--- src/rtl/bus_datapath_p.sv ---
// Single-bus datapath: source-select bus mux, register file, ALU with N/Z/C flags,
// program counter and a request/acknowledge memory interface with wait-state support.
module bus_datapath_p #(
    parameter int unsigned           WIDTH    = 8,
    parameter int unsigned           NUM_REGS = 4,
    parameter logic [WIDTH-1:0]      PC_RESET = '0,
    localparam int unsigned          SEL_W    = $clog2(NUM_REGS)
) (
    input  logic             i_clk,
    input  logic             i_reset,
    input  logic             i_uopValid,
    output logic             o_uopReady,
    input  logic [2:0]       i_busSrc,
    input  logic [WIDTH-1:0] i_immediate,
    input  logic             i_regWrEn,
    input  logic [SEL_W-1:0] i_regWrSel,
    input  logic [SEL_W-1:0] i_regBusSel,
    input  logic [SEL_W-1:0] i_regAluSel,
    input  logic [1:0]       i_aluOp,
    input  logic             i_aluSubShiftDir,
    input  logic             i_aluWr,
    input  logic             i_pcLoad,
    input  logic             i_pcIncr,
    input  logic             i_memAddrEn,
    input  logic             i_memRead,
    input  logic             i_memWrite,
    output logic             o_memReq,
    output logic             o_memWe,
    output logic [WIDTH-1:0] o_memAddr,
    output logic [WIDTH-1:0] o_memWData,
    input  logic             i_memAck,
    input  logic [WIDTH-1:0] i_memRData,
    output logic             o_flagN,
    output logic             o_flagZ,
    output logic             o_flagC,
    output logic [WIDTH-1:0] o_bus,
    output logic [WIDTH-1:0] o_pc
);

    typedef enum logic [0:0] {
        Idle    = 1'b0,
        MemWait = 1'b1
    } memState_t;

    memState_t        state;
    memState_t        stateNext;
    logic [WIDTH-1:0] regFile [NUM_REGS];
    logic [WIDTH-1:0] aluResult;
    logic [WIDTH-1:0] memData;
    logic [WIDTH-1:0] aluA;
    logic [WIDTH:0]   aluWide;
    logic             accept;

    assign accept = i_uopValid & o_uopReady;
    assign aluA   = regFile[i_regAluSel];

    // Shared bus source select
    always_comb begin
        o_bus = '0;
        case (i_busSrc)
            3'd1:    o_bus = aluResult;
            3'd2:    o_bus = regFile[i_regBusSel];
            3'd3:    o_bus = memData;
            3'd4:    o_bus = o_pc;
            3'd5:    o_bus = i_immediate;
            default: o_bus = '0;
        endcase
    end

    // ALU: top bit of aluWide is carry, borrow (A < B) or shifted-out bit
    always_comb begin
        aluWide = '0;
        case (i_aluOp)
            2'b00: begin
                if (i_aluSubShiftDir) aluWide = {1'b0, aluA} - {1'b0, o_bus};
                else                  aluWide = {1'b0, aluA} + {1'b0, o_bus};
            end
            2'b01: aluWide = {1'b0, aluA & o_bus};
            2'b10: aluWide = {1'b0, aluA | o_bus};
            default: begin
                if (i_aluSubShiftDir) aluWide = {aluA[0], 1'b0, aluA[WIDTH-1:1]};
                else                  aluWide = {aluA, 1'b0};
            end
        endcase
    end

    // Memory transaction next state
    always_comb begin
        stateNext = state;
        case (state)
            Idle:    if (accept && (i_memRead || i_memWrite)) stateNext = MemWait;
            MemWait: if (i_memAck) stateNext = Idle;
            default: stateNext = Idle;
        endcase
    end

    // State register with registered handshake outputs
    always_ff @(posedge i_clk) begin
        if (i_reset) begin
            state      <= Idle;
            o_memReq   <= 1'b0;
            o_uopReady <= 1'b1;
        end else begin
            state      <= stateNext;
            o_memReq   <= (stateNext == MemWait);
            o_uopReady <= (stateNext == Idle);
        end
    end

    // Datapath registers; micro-op effects only on an accepting edge
    always_ff @(posedge i_clk) begin
        if (i_reset) begin
            regFile     <= '{default: '0};
            aluResult   <= '0;
            memData     <= '0;
            o_memAddr   <= '0;
            o_memWData  <= '0;
            o_memWe     <= 1'b0;
            o_flagN     <= 1'b0;
            o_flagZ     <= 1'b0;
            o_flagC     <= 1'b0;
            o_pc        <= PC_RESET;
        end else begin
            if (accept) begin
                if (i_regWrEn) regFile[i_regWrSel] <= o_bus;
                if (i_aluWr) begin
                    aluResult <= aluWide[WIDTH-1:0];
                    o_flagN   <= aluWide[WIDTH-1];
                    o_flagZ   <= (aluWide[WIDTH-1:0] == '0);
                    o_flagC   <= aluWide[WIDTH];
                end
                if (i_pcLoad)      o_pc <= o_bus;
                else if (i_pcIncr) o_pc <= o_pc + WIDTH'(1);
                if (i_memAddrEn) o_memAddr <= o_bus;
                if (i_memWrite) begin
                    o_memWData <= o_bus;
                    o_memWe    <= 1'b1;
                end else if (i_memRead) begin
                    o_memWe    <= 1'b0;
                end
            end
            if (state == MemWait && i_memAck && !o_memWe) memData <= i_memRData;
        end
    end

endmodule

--- config.mk ---
export PLATFORM = sky130hd
export DESIGN_NAME = bus_datapath_p
export DESIGN_NICKNAME = d
export VERILOG_FILES = /design/src/rtl/bus_datapath_p.sv
export SDC_FILE = /design/constraint.sdc
export NUM_CORES = 1
export LEC_CHECK = 0
export CAP_MARGIN = 20
export CORE_UTILIZATION = 50
export CTS_CLUSTER_SIZE = 24
export DETAILED_ROUTE_END_ITERATION = 12
export GPL_ROUTABILITY_DRIVEN = 0
export PLACE_DENSITY = 0.84
export SLEW_MARGIN = 20
export SYNTH_ARGS = -nofsm -noshare
export SYNTH_HDL_FRONTEND = slang
export SYNTH_SLANG_ARGS = --single-unit
--- constraint.sdc ---
create_clock -name i_clk -period 5.8 [get_ports i_clk]
set_clock_uncertainty 0.15 [all_clocks]
set_input_delay 1.16 -clock i_clk [delete_from_list [all_inputs] [get_ports i_clk]]
set_output_delay 1.16 -clock i_clk [all_outputs]
set_load 0.005 [all_outputs]
Yosys cells after proc, flatten, opt, wreduce, memory -nomap -nowiden

Cells that the tools add are included.

Input port bits: 39
Bits in registers: 78
Output and inout port bits: 38

Add/sub/neg operators: 3
Bitwise gates (word level): 8
Reductions and logical operators: 16
Magnitude comparators: 4
Muxes and demuxes: 20
Equal/unequal tests: 7

Operators with widths:

| cell                  | count |
|---|---|
| $mux W8               | 7 |
| $pmux W8 S5           | 1 |
| $bmux W8 S2           | 2 |
| $bwmux W32            | 1 |
| $pmux W9 S3           | 1 |
| $mux W9               | 2 |
| $demux W8 S2          | 1 |
| $reduce_and A2 Y1     | 6 |
| $add A8 B8 Y9         | 1 |
| $ge A3 B3 Y1 const B  | 3 |
| $not A2 Y3            | 3 |
| $sub A8 B8 Y9         | 1 |
| $add A8 B1 Y8 const B | 1 |
| $and A8 B8 Y8         | 1 |
| $logic_not A8 Y1      | 1 |
| $or A8 B8 Y8          | 1 |
| $eq A3 B2 Y1 const B  | 2 |
| $eq A3 B3 Y1 const B  | 2 |
| $logic_and A1 B1 Y1   | 4 |
| $mux W1               | 4 |
| $reduce_bool A2 Y1    | 2 |
| $eq A3 B1 Y1 const B  | 1 |
| $lt A3 B1 Y1 const B  | 1 |
| $eq A2 B1 Y1 const B  | 1 |
| 7 further kinds       | 8 |

Depth between registers and ports, before layout

Depth in word-level cells: 9
Depth in mapped cells: 18
Depth with buffers taken out: 17

Worst setup path before layout

No wires, ideal clock.

Kind: input to register
Start point: input port i_regBusSel[0]
End point: register aluResult[5]
Stages on the path: 16
Arrival time: 4.698 ns
Required time: 5.564 ns
Setup slack: 0.867 ns
Setup time: 0.086 ns
Path buffers: 1
Path through: buf_6 -> mux4_1 -> a221oi_1 -> a21oi_1 -> inv_1 -> ha_1 -> nor2_1 -> a21oi_1 -> inv_1 -> ha_1 -> nor2b_1 -> o31a_1 -> o31a_1 -> or4_1 -> and4_1 -> a211oi_1

Word-level cells in the longest chain between the ends: 8
Elaborated cells on any way between the ends: 11

RTL lines:

| item                                           | line   | text |
|---|---|---|
| from (decl)                                    | 17     | `input logic [SEL_W-1:0] i_regBusSel,` |
| $not A2 Y3 (implied by the code) (*)           | 62     | `3'd2: o_bus = regFile[i_regBusSel];` |
| $bmux W8 S2 (*)                                | 62     |  |
| $mux W8 (implied by the code) (*) (2 in a row) | 62     |  |
| $pmux W8 S5 (*)                                | 60     | `case (i_busSrc)` |
| net o_bus[0]                                   | 36     | `output logic [WIDTH-1:0] o_bus,` |
| $add A8 B8 Y9 or $sub A8 B8 Y9 (tied branches) | 76, 75 |  |
| $mux W9 (*)                                    | 75     | `if (i_aluSubShiftDir) aluWide = {1'b0, aluA} - {1'b0, o_bus};` |
| $pmux W9 S3 (*)                                | 73     | `case (i_aluOp)` |
| to (signal assigned)                           | 127    | `aluResult <= aluWide[WIDTH-1:0];` |
| to (decl)                                      | 48     | `logic [WIDTH-1:0] aluResult;` |

Mark *: on every way through the listed nets, which the timed path passes. The rest lies on a longest branch. The select of a mux whose other input is x is not followed.
A chain may end at the register's enable or synchronous reset.

Worst setup path after layout

Start point: input port i_busSrc[1]
End point: register aluResult[5]

Word-level cells in the longest chain between the ends: 5
Elaborated cells on any way between the ends: 12

RTL lines:

| item                                           | line   | text |
|---|---|---|
| from (decl)                                    | 13     | `input logic [2:0] i_busSrc,` |
| $eq A3 B3 Y1, or another cell as far along     | 60     |  |
| $pmux W8 S5 (*)                                | 60     |  |
| $add A8 B8 Y9 or $sub A8 B8 Y9 (tied branches) | 76, 75 |  |
| $mux W9                                        | 75     |  |
| $pmux W9 S3 (*)                                | 73     |  |

Mark *: on every way between the ends. The rest lies on a longest branch, timed or not.

==> impl_metrics.yaml <==
status:
  outcome: "finished clean"
cts:
  cts_tree: "done"
  ctsHoldBuffers: 0
  path_clk_slew_ns: 0.09
  root_buffer: "clkbuf_8"
  cts.sinks: 77
  htreeDepth: 3
  cts_buffers: 9
  clk_latency_ns: 0.37
  cts_buffer_depth: 2
sta:
  final_hold_viol_count: 0
  worst_pin_slew_ns: 1.077
  final.period_utilization_pct: 94.03
  slew-limit-headroom_pct: 27.92
  drv_slew: 0
  fmax_mhz: 183.4
  hold_slack_ns: 0.3098
  tns_ns: 0
  period_minus_slack_ns: 5.454
  setup_viol_count_final: 0
floorplanning:
  io_pins: 77
  rows: 35
  die_x_um: 99.68
  dieArea_um2: 9936
  die_h_um: 99.68
  initial_utilization_pct: 51.63
  core_um2: 9240
synthesis:
  netlist_top_cells_area: "dfxtp_1 (32%), mux2i_1 (9.7%), mux4_2 (6.6%), nor2_1 (6.5%), a21oi_1 (4.4%)"
  synth_fp_nets: 601
  synth_ff_type: "dfxtp_1"
  ys_types: 64
  async_flop_share_pct: 0
  syn_area_per_cell_um2: 8.690
  synth_edf_count: 0
  syn_inst: 549
  ys_warn_count: 0
  yosysTopAreaCellShare_pct: 32.31
  ys_seq_elements: 77
  yosys.area.top_type: "dfxtp_1"
  synth.yosys.seq_area_share_pct: 32.31
  syn_area_um2: 4771
power_and_ir_drop:
  powerDensity_nw_per_um2: 225.9
  p_total_mw: 1.326
  peakVddDrop_mv: 0.1907
  total_leakage_power_nw: 2.184
grt:
  gr-usage-met2_pct: 46.26
  grt_max_degree: 77
  grt_use_met1_pct: 36.46
  busiest_layer: "met2"
  grt_pass1_vias: 4396
  grt_overflow: 0
  grt.total_usage_pct: 28.60
  grt_use_met3_pct: 6.746
  antenna_found_initial: 0
  grt_pass1_wl_um: 22020
placed_design:
  place_area_um2: 5638
  io_buffers: 76
  hpwl_um: 10220
cells_and_area:
  final_util_pct: 63.53
  drive_gt1_share_pct: 10.84
  synthToLayoutAreaGrowth_pct: 23.05
  nets: 665
  antennaDiodeCount: 0
  final_cell_area_um2: 5871
detailed_routing:
  drt_iter0_markers: 425
  wire_per_inst_um: 18.85
  ant_nets: 0
  routed_wirelength_um: 14080
  num_vias: 4617
  route.detailed.drc: 0
  drtPass1Iterations: 5
  viasPerCell: 6.181
hold_path:
  hold_path.class: "register to register"
  hold_path.startpoint: "o_memWData[4]"
setup_path:
  required_ns: 5.93
  end_kind: "register"
  start_kind: "primary input"
  r2r_slack_ns: 1.57
  crit_start: "i_busSrc[1]"
  worstReg2RegStart: "regFile[9]"
  critical_path.max_fanout: 13
  critical_path_class: "primary input to register"
  arrival_ns: 5.59
flow_run:
  maxCapViolations: 0
## per-stage QoR
step                worst slack (ns)  instances
finish                        0.3461        747
global route                -0.01615        747
CTS                           0.2559        747
detailed placement           -0.1266        731
global placement             0.04931        731
floorplan                     0.8667        549
## Yosys cell counts (all sizes together) (7+ instances only)
cell / count
inv: 15
o21ai: 17
and3: 8
buf: 17
a21oi: 43
nor2: 83
ha: 12
o21a: 7
clkbuf: 24
nand2: 46
mux4: 19
dfxtp: 77
nand3: 7
nor3: 15
mux2i: 46
a211oi: 27
nor2b: 9
## cell type report
type                       count  area [um2]
clock buffer                   9       123.9
clock inverter                 7       103.9
fill                         756        3369
inverter                      15       58.81
multi-input combinational    416        2990
sequential                    77        1541
tap                          129       161.4
timing repair buffer          94       890.9
## where the power goes
group          switching, mW  internal, mW
sequential            0.0151         0.547
clock                  0.230         0.248
combinational          0.152         0.133
## metal layers
layer	vias to the layer above	share of wire (%)
met5	-	0
met4	0	2.8
met3	40	8.8
met2	223	48
met1	2229	40
li1	2125	-
## state kept, by name, summed over array words and instances (netlist names), 7 cells and up
name	cells
regFile	32
memData	8
o_memAddr	8
o_memWData	8
o_pc	8
aluResult	7
## worst max-delay path, cell delays in order
cell and delay (ns):
clkdlybuf4s50_1 0.75, buf_4 0.21, mux2i_1 0.24, o22ai_1 0.13, a21oi_1 0.43, inv_1 0.19
nor3_1 0.41, nor2_1 0.12, xnor2_1 0.15, ha_1 0.33, o21a_1 0.13, o31a_1 0.14
o31a_1 0.28, or4_1 0.49, and4_1 0.20, a211oi_1 0.22
## cells in the final DEF, fill, tap and decap left out, types with 4 or more instances in the layout
| master | Yosys | final |
|---|---|---|
| mux4_2 | 14 | 14 |
| nand3_1 | 7 | 7 |
| o21ai_0 | 16 | 16 |
| nand2_1 | 46 | 46 |
| ha_1 | 12 | 12 |
| a31oi_1 | 6 | 6 |
| a211oi_1 | 27 | 27 |
| mux2i_1 | 46 | 46 |
| inv_1 | 14 | 14 |
| nor2b_1 | 9 | 9 |
| buf_4 | 3 | 18 |
| nor2_1 | 83 | 83 |
| o22ai_1 | 4 | 4 |
| a21oi_1 | 42 | 41 |
| clkdlybuf4s50_1 | 0 | 75 |
| dfxtp_1 | 77 | 77 |
| mux4_1 | 5 | 5 |
| o21a_1 | 7 | 7 |
| mux2_2 | 6 | 6 |
| clkbuf_8 | 0 | 9 |
| nor3b_1 | 4 | 4 |
| and3_1 | 7 | 7 |
| xnor2_1 | 4 | 4 |
| nor3_1 | 15 | 15 |
## cell families after synthesis
family / count (synthesis) / share of synthesized area [%]
adders and majority gates: 13 / 3.567
muxes: 71 / 20.43
DFF: 77 / 32.31
buffers and inverters: 56 / 5.114
and+or+nand+nor: 191 / 18.41
AOI/OAI and AO/OA: 134 / 18.88
xor gates and xnor gates: 7 / 1.285
## worst paths after layout
check        depth (start not counted)       endpoint
min reg2reg                          2  o_memWData[4]
max reg2reg                         13   aluResult[5]
min                                  2  o_memWData[4]
max                                 16   aluResult[5]
## timing repair
action / 4_1_cts / 5_1_grt
gates resized for setup: 0 / 2
endpoints found under the setup margin: 0 / 3
setup buffers: 0 / 0
Power figures use the tool's default switching activity.
